File: config.mk
export PLATFORM = sky130hd
export DESIGN_NAME = data_mem_master
export DESIGN_NICKNAME = d
export VERILOG_FILES = /design/src/rtl/data_mem_pkg.sv /design/src/rtl/data_lane_align.sv /design/src/rtl/data_mem_master.sv
export SDC_FILE = /design/constraint.sdc
export NUM_CORES = 1
export LEC_CHECK = 0
export CORE_ASPECT_RATIO = 1.25
export CORE_MARGIN = 2
export CORE_UTILIZATION = 30
export DETAILED_ROUTE_END_ITERATION = 8
export PLACE_DENSITY = 0.52
export REMOVE_ABC_BUFFERS = 1
export SYNTH_ARGS = -nofsm -noshare
export SYNTH_HDL_FRONTEND = slang
export SYNTH_HIERARCHICAL = 1
export SYNTH_SLANG_ARGS = --single-unit
File: constraint.sdc
create_clock -name clk -period 7.4 [get_ports clk]
set_input_delay 1.48 -clock clk [delete_from_list [all_inputs] [get_ports clk]]
set_output_delay 1.48 -clock clk [all_outputs]
set_load 0.005 [all_outputs]
File: src/rtl/data_mem_pkg.sv
// Shared types and lane constants for the data-memory initiator.
package data_mem_pkg;

  localparam int BYTE_W = 8;
  localparam int HALF_W = 16;

  typedef enum logic [1:0] {
    SZ_BYTE = 2'b00,
    SZ_HALF = 2'b01,
    SZ_WORD = 2'b10,
    SZ_RSVD = 2'b11
  } size_t;

  typedef enum logic [2:0] {
    IDLE,
    LOAD,
    STORE,
    RMW_RD,
    RMW_WR,
    RESP
  } state_t;

endpackage

File: src/rtl/data_lane_align.sv
// Combinational lane handling: extract+extend a loaded lane, or merge a store lane into the old word.
module data_lane_align
  import data_mem_pkg::*;
#(
  parameter int WIDTH = 64
) (
  input  logic              store_path,
  input  size_t             size,
  input  logic [1:0]        offset,
  input  logic              sign_ext,
  input  logic [WIDTH-1:0]  word,
  input  logic [HALF_W-1:0] lane,
  output logic [WIDTH-1:0]  data
);

  logic [4:0]        shift;
  logic [BYTE_W-1:0] byte_v;
  logic [HALF_W-1:0] half_v;
  logic [WIDTH-1:0]  ext;
  logic [WIDTH-1:0]  merged;

  assign shift  = {offset, 3'b000};
  assign byte_v = word[shift +: BYTE_W];
  assign half_v = word[shift +: HALF_W];

  always_comb begin
    ext    = word;
    merged = word;
    case (size)
      SZ_BYTE: begin
        ext = {{(WIDTH-BYTE_W){sign_ext & byte_v[BYTE_W-1]}}, byte_v};
        merged[shift +: BYTE_W] = lane[BYTE_W-1:0];
      end
      SZ_HALF: begin
        ext = {{(WIDTH-HALF_W){sign_ext & half_v[HALF_W-1]}}, half_v};
        merged[shift +: HALF_W] = lane;
      end
      default: ;
    endcase
  end

  assign data = store_path ? merged : ext;

endmodule

File: src/rtl/data_mem_master.sv
// Data-memory initiator: load/store requests in, single-port memory out, sub-word stores by read-modify-write.
module data_mem_master
  import data_mem_pkg::*;
#(
  parameter int WIDTH = 64
) (
  input  logic             clk,
  input  logic             rst_n,
  input  logic             req_valid,
  output logic             req_ready,
  input  logic             req_we,
  input  logic [1:0]       req_size,
  input  logic             req_unsigned,
  input  logic [WIDTH-1:0] req_addr,
  input  logic [WIDTH-1:0] req_wdata,
  output logic             rsp_valid,
  input  logic             rsp_ready,
  output logic [WIDTH-1:0] rsp_rdata,
  output logic             rsp_err,
  output logic             mem_we,
  output logic [WIDTH-1:0] mem_addr,
  output logic [WIDTH-1:0] mem_wdata,
  input  logic [WIDTH-1:0] mem_rdata
);

  state_t            state, state_nxt;
  size_t             size_q;
  logic              unsigned_q;
  logic [HALF_W-1:0] lane_q;
  logic              accept;
  logic              bad_req;
  logic [WIDTH-1:0]  load_data;
  logic [WIDTH-1:0]  merge_data;

  assign req_ready = (state == IDLE);
  assign rsp_valid = (state == RESP);
  assign accept    = req_valid & req_ready;
  assign bad_req   = (req_size == SZ_RSVD) || ((req_size == SZ_HALF) && req_addr[0]);

  always_ff @(posedge clk or negedge rst_n) begin
    if (!rst_n) state <= IDLE;
    else        state <= state_nxt;
  end

  // mem_we is decoded from state so an async reset kills a pending negedge write at once
  always_comb begin
    state_nxt = state;
    mem_we    = 1'b0;
    case (state)
      IDLE: begin
        if (accept) begin
          if (bad_req)                  state_nxt = RESP;
          else if (!req_we)             state_nxt = LOAD;
          else if (req_size == SZ_WORD) state_nxt = STORE;
          else                          state_nxt = RMW_RD;
        end
      end
      LOAD:   state_nxt = RESP;
      STORE: begin
        mem_we    = 1'b1;
        state_nxt = RESP;
      end
      RMW_RD: state_nxt = RMW_WR;
      RMW_WR: begin
        mem_we    = 1'b1;
        state_nxt = RESP;
      end
      RESP:   if (rsp_ready) state_nxt = IDLE;
      default: state_nxt = IDLE;
    endcase
  end

  always_ff @(posedge clk or negedge rst_n) begin
    if (!rst_n) begin
      size_q     <= SZ_BYTE;
      unsigned_q <= 1'b0;
      lane_q     <= '0;
      mem_addr   <= '0;
      mem_wdata  <= '0;
      rsp_rdata  <= '0;
      rsp_err    <= 1'b0;
    end else begin
      case (state)
        IDLE: begin
          if (accept) begin
            size_q     <= size_t'(req_size);
            unsigned_q <= req_unsigned;
            lane_q     <= req_wdata[HALF_W-1:0];
            rsp_err    <= bad_req;
            rsp_rdata  <= '0;
            if (!bad_req) mem_addr <= req_addr;
            if (!bad_req && req_we && (req_size == SZ_WORD)) mem_wdata <= req_wdata;
          end
        end
        LOAD:   rsp_rdata <= load_data;
        // the merged word is registered here and written during RMW_WR
        RMW_RD: mem_wdata <= merge_data;
        default: ;
      endcase
    end
  end

  data_lane_align #(.WIDTH(WIDTH)) u_load_align (
    .store_path (1'b0),
    .size       (size_q),
    .offset     (mem_addr[1:0]),
    .sign_ext   (~unsigned_q),
    .word       (mem_rdata),
    .lane       ('0),
    .data       (load_data)
  );

  data_lane_align #(.WIDTH(WIDTH)) u_store_align (
    .store_path (1'b1),
    .size       (size_q),
    .offset     (mem_addr[1:0]),
    .sign_ext   (1'b0),
    .word       (mem_rdata),
    .lane       (lane_q),
    .data       (merge_data)
  );

endmodule

==> impl_summary.log, run 1 <==
INFO  metric run_status = finished, final reports clean
INFO  metric finalHoldViolations = 0
INFO  metric final-max-slew-violation-count = 0
INFO  metric skew = around 0.0098 ns
INFO  metric placeableCoreArea = between 0.05 and 0.06 sq mm
INFO  metric path_max_fanout = 28
INFO  metric worstPathRequired = 7.89 ns
INFO  metric drtAntennaViolNets = 0
INFO  metric grt_util_all_layers = between 20 and 30%
INFO  metric setup-tns-final = 0 ns
INFO  metric die_area = between 0.05 and 0.06 sq mm
INFO  metric critical_path_class = in2reg
INFO  metric layout-drive-gt1-share = approximately 7.3%
INFO  metric r2r_end = rsp_rdata[59]$_DFFE_PN0P_
INFO  metric setup.worst_path.start = mem_rdata[23]
INFO  metric total_power = roughly 8.7 mW
INFO  metric via_count = around 17000
INFO  metric yosysUniqueCellTypes = 96
INFO  metric synth_seq_area_share = approximately a third
INFO  metric maxCapViolCount = 0
INFO  metric ctsHtreeMaxLevel = 1
INFO  metric worstSetupStartpointType = input pin
INFO  metric num-nets-final = around 2400
INFO  metric hpwl = about 53 mm
INFO  metric top_level_i_o_count = just under 400
INFO  metric grt_max_degree = between 100 and 150
INFO  metric floorplan.die.width = around 210 microns
INFO  metric cp.arrival = ~4.6 ns
INFO  metric power_density = 404.7 mW/mm^2
INFO  metric cts_tree = built
INFO  metric syn2layout_area_growth = 33.10%
INFO  metric synth.cell_area = 0.01615 sq mm
INFO  metric detail_route.wirelength = roughly 74 mm
INFO  metric drcViolationCount = 0
INFO  metric critical-path-slowest-cell = sky130_fd_sc_hd__a221oi_2
INFO  metric clock-sinks = ~220
INFO  metric asyncSetResetFlopFracSynth = between 90% and 100%
INFO  metric synth.yosys.warnings = 6
INFO  metric grt_pass1_vias = ~17000
INFO  metric setup-violations-final = 0
INFO  metric critPathMaxStageDelay = ~0.95 ns
INFO  metric grt-ovfl-total = 0
INFO  metric cp-endpoint = rsp_rdata[21]$_DFFE_PN0P_
INFO  metric static-leakage-power = 8.599 nW
INFO  metric min_path_type = reg2reg
INFO  metric chain_of_cells_forming_the_critical_path = clkdlybuf4s50_1, mux2i_1, a221oi_2, nand2_2, o211ai_1, a22o_1
INFO  metric gates_resized_cts_repair = 0
INFO  metric synth.avg_cell_area = approximately 8.8 sq um
INFO  metric final_gp_congestion = around 0.94
INFO  metric reg2reg_slack = 3.43 ns
INFO  metric regToRegStartpoint = mem_addr[0]$_DFFE_PN0P_
INFO  metric postSynthRegisterBits = approximately 220
INFO  metric first_pass_grt_wire_length = around 110 mm
INFO  metric fill_cell_total_of_the_finished_layout = approximately 5400
INFO  metric ctsHoldBuffers = 0
INFO  metric cts_setup_buffers = 0
INFO  metric starting_utilization_of_the_core_area = a little under a third
INFO  metric vdd_drop_max = roughly 0.22 mV
INFO  metric die_h = around 260 microns
INFO  metric finalCriticalPeriod = 4.142 ns
INFO  metric synth_enable_flop_cells = 0
INFO  metric drt-pass1-iter-count = 6
INFO  metric avgRoutedWirePerCell = approximately 26 microns
INFO  metric insertion_delay = ~0.57 ns
INFO  metric post-route-period-util = 55.97%
INFO  metric number_of_buffers_inserted_during_clock_tree_synthesis = 25
INFO  metric worst_pin_slew = 1.204 ns
INFO  metric endpoint_kind = flip-flop
INFO  metric synthFlopType = sky130_fd_sc_hd__dfrtp_1
INFO  metric vias_per_cell = ~5.9
INFO  metric syn_inst = roughly 1800
INFO  metric ff2ff_path_depth = 8
INFO  metric dr.first_iter.drc_count = approximately 1900
INFO  metric clk_pin_slew = approximately 0.060 ns
INFO  metric standard_cell_row_count = 95
INFO  metric io_buffer_count = a little under 400
INFO  metric rsz0062_at_grt = no
INFO  metric grt_antenna_before_repair = 5
INFO  metric fmax = around 240 MHz
INFO  metric cts.root.buffer_cell = sky130_fd_sc_hd__clkbuf_16
INFO  metric slew_headroom = between 10% and 20%
INFO  metric cts_max_path_buffers = 3
## cell families (layout without fill, tap and decap cells)
family                     count (synthesis)  after routing  share of synthesized area, %
muxes                                    123            123                         10.58
xor gates and xnor gates                   1              1                       0.05424
and+or+nand+nor                          580            580                         18.20
adders and majority gates                 12             12                        0.9297
buffers and inverters                    239            518                         6.950
DFF                                      215            215                         33.32
other                                      2             89                       0.04650
AOI/OAI and AO/OA                        670            670                         29.92
## registers in the layout (all words and copies together), names as in the netlist
register	flops
size_q	2
lane_q	16
mem_addr	64
rsp_err	1
state	3
rsp_rdata	64
unsigned_q	1
mem_wdata	64
## synthesized netlist by cell type (all sizes together) (28+ instances only)
master,number,area share [%]
a21oi,101,3.2
a22o,68,3.7
a22oi,75,3.5
a31oi,59,2.4
a32oi,28,1.5
buf,84,3.3
clkbuf,105,2.5
dfrtp,215,33
inv,47,1.1
mux2,69,4.8
mux4,31,4.3
nand2,219,5.1
nand3,72,2.2
nor2,93,2.2
nor2b,43,1.7
o211ai,56,2.6
o21ai,97,3.0
## critical path, delay by kind of cell
| kind | cells | cell delay (ns) |
|---|---|---|
| AO/OA/AOI/OAI | 3 | 1.44 |
| buffers and inverters | 1 | 0.83 |
| AND/OR/NAND/NOR | 1 | 0.62 |
| multiplexers | 1 | 0.25 |
## cell usage in the layout (no fill, tap or decap), types with 19 or more instances in the layout
master,count
sky130_fd_sc_hd__conb_1,83
sky130_fd_sc_hd__mux2_1,60
sky130_fd_sc_hd__o211ai_1,56
sky130_fd_sc_hd__nor2b_1,43
sky130_fd_sc_hd__o21ai_0,95
sky130_fd_sc_hd__mux2i_1,23
sky130_fd_sc_hd__dfrtp_1,211
sky130_fd_sc_hd__buf_4,26
sky130_fd_sc_hd__nand2_1,217
sky130_fd_sc_hd__nand3_1,72
sky130_fd_sc_hd__a31oi_1,58
sky130_fd_sc_hd__nand2b_1,27
sky130_fd_sc_hd__o221ai_1,26
sky130_fd_sc_hd__and2_1,19
sky130_fd_sc_hd__inv_1,44
sky130_fd_sc_hd__clkbuf_16,25
sky130_fd_sc_hd__a32oi_1,28
sky130_fd_sc_hd__a21o_1,22
sky130_fd_sc_hd__a21oi_1,100
sky130_fd_sc_hd__nor2_1,92
sky130_fd_sc_hd__a22o_1,68
sky130_fd_sc_hd__a22oi_1,75
sky130_fd_sc_hd__mux4_2,30
sky130_fd_sc_hd__nand4_1,20
sky130_fd_sc_hd__clkdlybuf4s50_1,394
## per-layer routing
metal / vias to the layer above / GRT usage [%] / part of all wire, %
li1: 7617 / - / -
met1: 8416 / 32.73 / 40
met2: 917 / 42.43 / 48
met3: 167 / 3.376 / 7.1
met4: 0 / 12.31 / 4.8
met5: - / 0 / 0
## worst min-delay path by stage
stage	end	start	slack, ns	cells past startpoint
after floorplan	rsp_err$_DFFE_PN0P_	rsp_err$_DFFE_PN0P_	0.47	2
after detailed placement	mem_addr[33]$_DFFE_PN0P_	mem_addr[33]$_DFFE_PN0P_	0.48	1
after CTS	mem_addr[15]$_DFFE_PN0P_	mem_addr[15]$_DFFE_PN0P_	0.49	1
final	mem_addr[33]$_DFFE_PN0P_	mem_addr[33]$_DFFE_PN0P_	0.49	1
after global routing	mem_addr[7]$_DFFE_PN0P_	mem_addr[7]$_DFFE_PN0P_	0.50	1
after global placement	mem_addr[16]$_DFFE_PN0P_	mem_addr[16]$_DFFE_PN0P_	0.47	1
## stage by stage
step	instance area, sq um	hold slack [ns]	utilization [%]	instances	setup WS [ns]
2_1_floorplan	15520	0.4733	-	1734	0.03302
3_3_place_gp	20580	0.4735	38.47	2835	2.942
3_5_place_dp	20580	0.4800	38.47	2835	2.780
4_1_cts	21480	0.4941	40.16	2881	3.370
5_1_grt	21490	0.4976	40.18	2886	3.097
6_report	21490	0.4872	40.18	2887	3.258
## power breakdown
group | leakage [nW] | internal [mW] | switching [mW] | total, mW
clock network | 0.431 | 0.825 | 0.544 | 1.37
logic | 5.50 | 2.29 | 2.82 | 5.11
registers | 2.67 | 1.70 | 0.521 | 2.22
## layout make-up
cell class              count  area, sq um  share of cell area, %
diodes                      6        15.01                0.06985
clock buffers              35        723.2                  3.365
clock inverters            11        180.2                 0.8382
inverters                  50        187.7                 0.8732
multi-input cells        1469         9972                  46.39
flip-flops and latches    215         5393                  25.09
well taps                 679        849.6                  3.952
repair buffers            422         4174                  19.42
(Power assumes the default switching activity.)
==> run 2: changes to the inputs <==
Clock period 7.4 ns to 4 ns, I/O delays scaled along.
==> run 2 against run 1 <==
Clock power rose by 74%. Clock skew rose by 0.0097 ns. Cell count up 0.80%. Die area unchanged. Non-clock buffer count increased by 27. Register-to-register slack lost 2.8 ns. Combinational power rose by 87%. First-iteration DRC count is 12% lower. Utilization increased by 0.31 points.
==> impl_summary.log, run 2 (synthesis results as in run 1) <==
INFO  metric numPlacedInstances = 2862 (+0.95%)
INFO  metric final-max-slew-violation-count = 0 (unchanged)
INFO  metric final_gp_congestion = 0.9315 (-0.50%)
INFO  metric worstPathRequired = 4.47 ns (-3.42 ns)
INFO  metric grt_max_degree = 105 (-14%)
INFO  metric skew = 0.01952 ns (+0.009677 ns)
INFO  metric via_count = 17078 (-0.23%)
INFO  metric critical-path-slowest-cell = sky130_fd_sc_hd__ha_1
INFO  metric io_buffer_count = 395 (unchanged)
INFO  metric reg2reg_slack = 0.68 ns (-2.75 ns)
INFO  metric cts.root.buffer_cell = sky130_fd_sc_hd__clkbuf_16
INFO  metric insertion_delay = 0.56 ns (about the same)
INFO  metric slew_headroom = 17.97% (-1.6 points)
INFO  metric maxCapViolCount = 0 (unchanged)
INFO  metric highest_count_cells_in_the_layout_ignoring_fill_and_taps = sky130_fd_sc_hd__clkdlybuf4s50_1 (394), sky130_fd_sc_hd__nand2_1 (217), sky130_fd_sc_hd__dfrtp_1 (211), sky130_fd_sc_hd__a21oi_1 (100), sky130_fd_sc_hd__o21ai_0 (95)
INFO  metric static-leakage-power = 8.727 nW (+1.5%)
INFO  metric endpoint_kind = flip-flop
INFO  metric cts_tree = built
INFO  metric grt_pass1_vias = 17071 (+1.5%)
INFO  metric top_regs = mem_addr: 64 flops, mem_wdata: 64 flops, rsp_rdata: 64 flops
INFO  metric die_area = 0.05571 sq mm (unchanged)
INFO  metric path_max_fanout = 19 (-32%)
INFO  metric setup-tns-final = 0 ns (unchanged)
INFO  metric min_path_type = in2async
INFO  metric avgRoutedWirePerCell = 25.49 microns (-0.49%)
INFO  metric dpl_worst_slack = 0.6965 ns (-2.083 ns)
INFO  metric placeableCoreArea = 0.05349 sq mm (unchanged)
INFO  metric r2r_end = mem_wdata[39]$_DFFE_PN0P_
INFO  metric num-nets-final = 2422 (+1.1%)
INFO  metric post-route-period-util = between 80 and 90%
INFO  metric vias_per_cell = 5.869 (-1.0%)
INFO  metric cp.arrival = 3.79 ns (-0.85 ns)
INFO  metric drtAntennaViolNets = 0 (unchanged)
INFO  metric run_status = finished, final reports clean
INFO  metric power_density = 741.5 mW/mm^2 (+83%)
INFO  metric setup-violations-final = 0 (unchanged)
INFO  metric vdd_drop_max = 0.3083 mV (+43%)
INFO  metric finalCriticalPeriod = between 3 and 4 ns
INFO  metric rsz0062_at_grt = no
INFO  metric top_level_i_o_count = 396 (unchanged)
INFO  metric dr.first_iter.drc_count = 1700 (-12%)
INFO  metric ff2ff_path_depth = 10 (+2)
INFO  metric cts_max_path_buffers = 3 (unchanged)
INFO  metric layout-drive-gt1-share = 8.266% (+0.95 points)
INFO  metric clk_pin_slew = 0.06 ns (about the same)
INFO  metric number_of_buffers_inserted_during_clock_tree_synthesis = 25 (unchanged)
INFO  metric grt-ovfl-total = 0 (unchanged)
INFO  metric critical_path_class = reg2reg
INFO  metric chain_of_cells_forming_the_critical_path = inv_2, ha_1, nor3b_1, buf_4, o21ai_0, a221oi_1, nor3_1, buf_4, nand2_1, o211ai_1
INFO  metric finalHoldViolations = 0 (unchanged)
INFO  metric ctsHoldBuffers = 0 (unchanged)
INFO  metric critPathMaxStageDelay = 0.76 ns (-0.19 ns)
INFO  metric final_core_density = 40.49% (+0.31 points)
INFO  metric fmax = around 300 MHz
INFO  metric first_pass_grt_wire_length = 110.2 mm (+1.1%)
INFO  metric syn2layout_area_growth = 34.12%
INFO  metric drcViolationCount = 0 (unchanged)
INFO  metric regToRegStartpoint = mem_addr[0]$_DFFE_PN0P_
INFO  metric crit_top_cell = sky130_fd_sc_hd__buf_4
INFO  metric grt_antenna_before_repair = 7 (+2)
INFO  metric starting_utilization_of_the_core_area = 30.19% (unchanged)
INFO  metric standard_cell_row_count = 95 (unchanged)
INFO  metric cts_setup_buffers = 0 (unchanged)
INFO  metric stdcell_count = 2910 (+0.80%)
INFO  metric drt-pass1-iter-count = 6 (unchanged)
INFO  metric die_h = 263.4 microns (unchanged)
INFO  metric hpwl = 53.90 mm (+1.6%)
INFO  metric layout_setup_ws = 0.6788 ns (-2.579 ns)
INFO  metric floorplan.die.width = 211.5 microns (unchanged)
INFO  metric final.hold.worst_slack = 0.3001 ns (-0.1870 ns)
INFO  metric gates_resized_cts_repair = 0 (unchanged)
INFO  metric detail_route.wirelength = 74.17 mm (+0.30%)
INFO  metric worst_pin_slew = 1.228 ns (+0.02342 ns)
INFO  metric layout.cells.most_common = sky130_fd_sc_hd__clkdlybuf4s50_1
INFO  metric ctsHtreeMaxLevel = 1 (unchanged)
INFO  metric clock-sinks = 215 (unchanged)
INFO  metric worstSetupStartpointType = flip-flop
INFO  metric grt_util_all_layers = 25.92% (+0.34 points)
-- run 2: worst max path at each step --
stage | slack (ns) | depth (start not counted) | to | from
final | 0.68 | 10 | mem_wdata[39]$_DFFE_PN0P_ | mem_addr[0]$_DFFE_PN0P_
after global routing | 0.66 | 10 | mem_wdata[39]$_DFFE_PN0P_ | mem_addr[0]$_DFFE_PN0P_
after CTS | 0.69 | 10 | mem_wdata[39]$_DFFE_PN0P_ | mem_addr[0]$_DFFE_PN0P_
after detailed placement | 0.70 | 10 | mem_wdata[39]$_DFFE_PN0P_ | mem_addr[0]$_DFFE_PN0P_
after global placement | 0.72 | 10 | mem_wdata[39]$_DFFE_PN0P_ | mem_addr[0]$_DFFE_PN0P_
after floorplan | -3.37 | 3 | rsp_rdata[0]$_DFFE_PN0P_ | state[1]$_DFFE_PN0P_
-- run 2: worst max-delay path: cells and delay by family, from the launching register on --
kind / cells / cell delay, ns
flops: 1 / 0.54
simple gates: 3 / 0.67
fa+ha+maj: 1 / 0.76
buf+inv: 3 / 0.56
compound gates: 3 / 0.69
-- run 2: routing by layer --
layer	global-route usage [%]	routed length [microns]	share of wire [%]	vias up
li1	-	-	-	7669
met1	31.88	28990	39	8411
met2	43.61	36240	49	823
met3	4.378	5226	7.0	175
met4	12.92	3716	5.0	0
met5	0	0	0	-
-- run 2: through the flow --
step	power (mW)	instance area (sq um)
finish	16.06	21660
floorplan	9.097	15520
detailed placement	13.44	20810
CTS	15.91	21650
global route	17.06	21660
global placement	13.35	20810
-- run 2: cell type report --
cell class | count | area (sq um)
Fill cell | 5398 | 31830
Multi-Input combinational cell | 1469 | 9966
Sequential cell | 215 | 5390
Timing Repair Buffer | 449 | 4414
Tap cell | 679 | 849.6
Clock buffer | 36 | 737.0
Inverter | 50 | 187.7
Clock inverter | 7 | 102.6
Antenna cell | 5 | 12.51
-- run 2: power by group --
| group | total (mW) | internal [mW] | switching [mW] |
|---|---|---|---|
| sequential | 4.13 | 3.14 | 0.988 |
| clock | 2.38 | 1.41 | 0.978 |
| combinational | 9.55 | 4.37 | 5.17 |
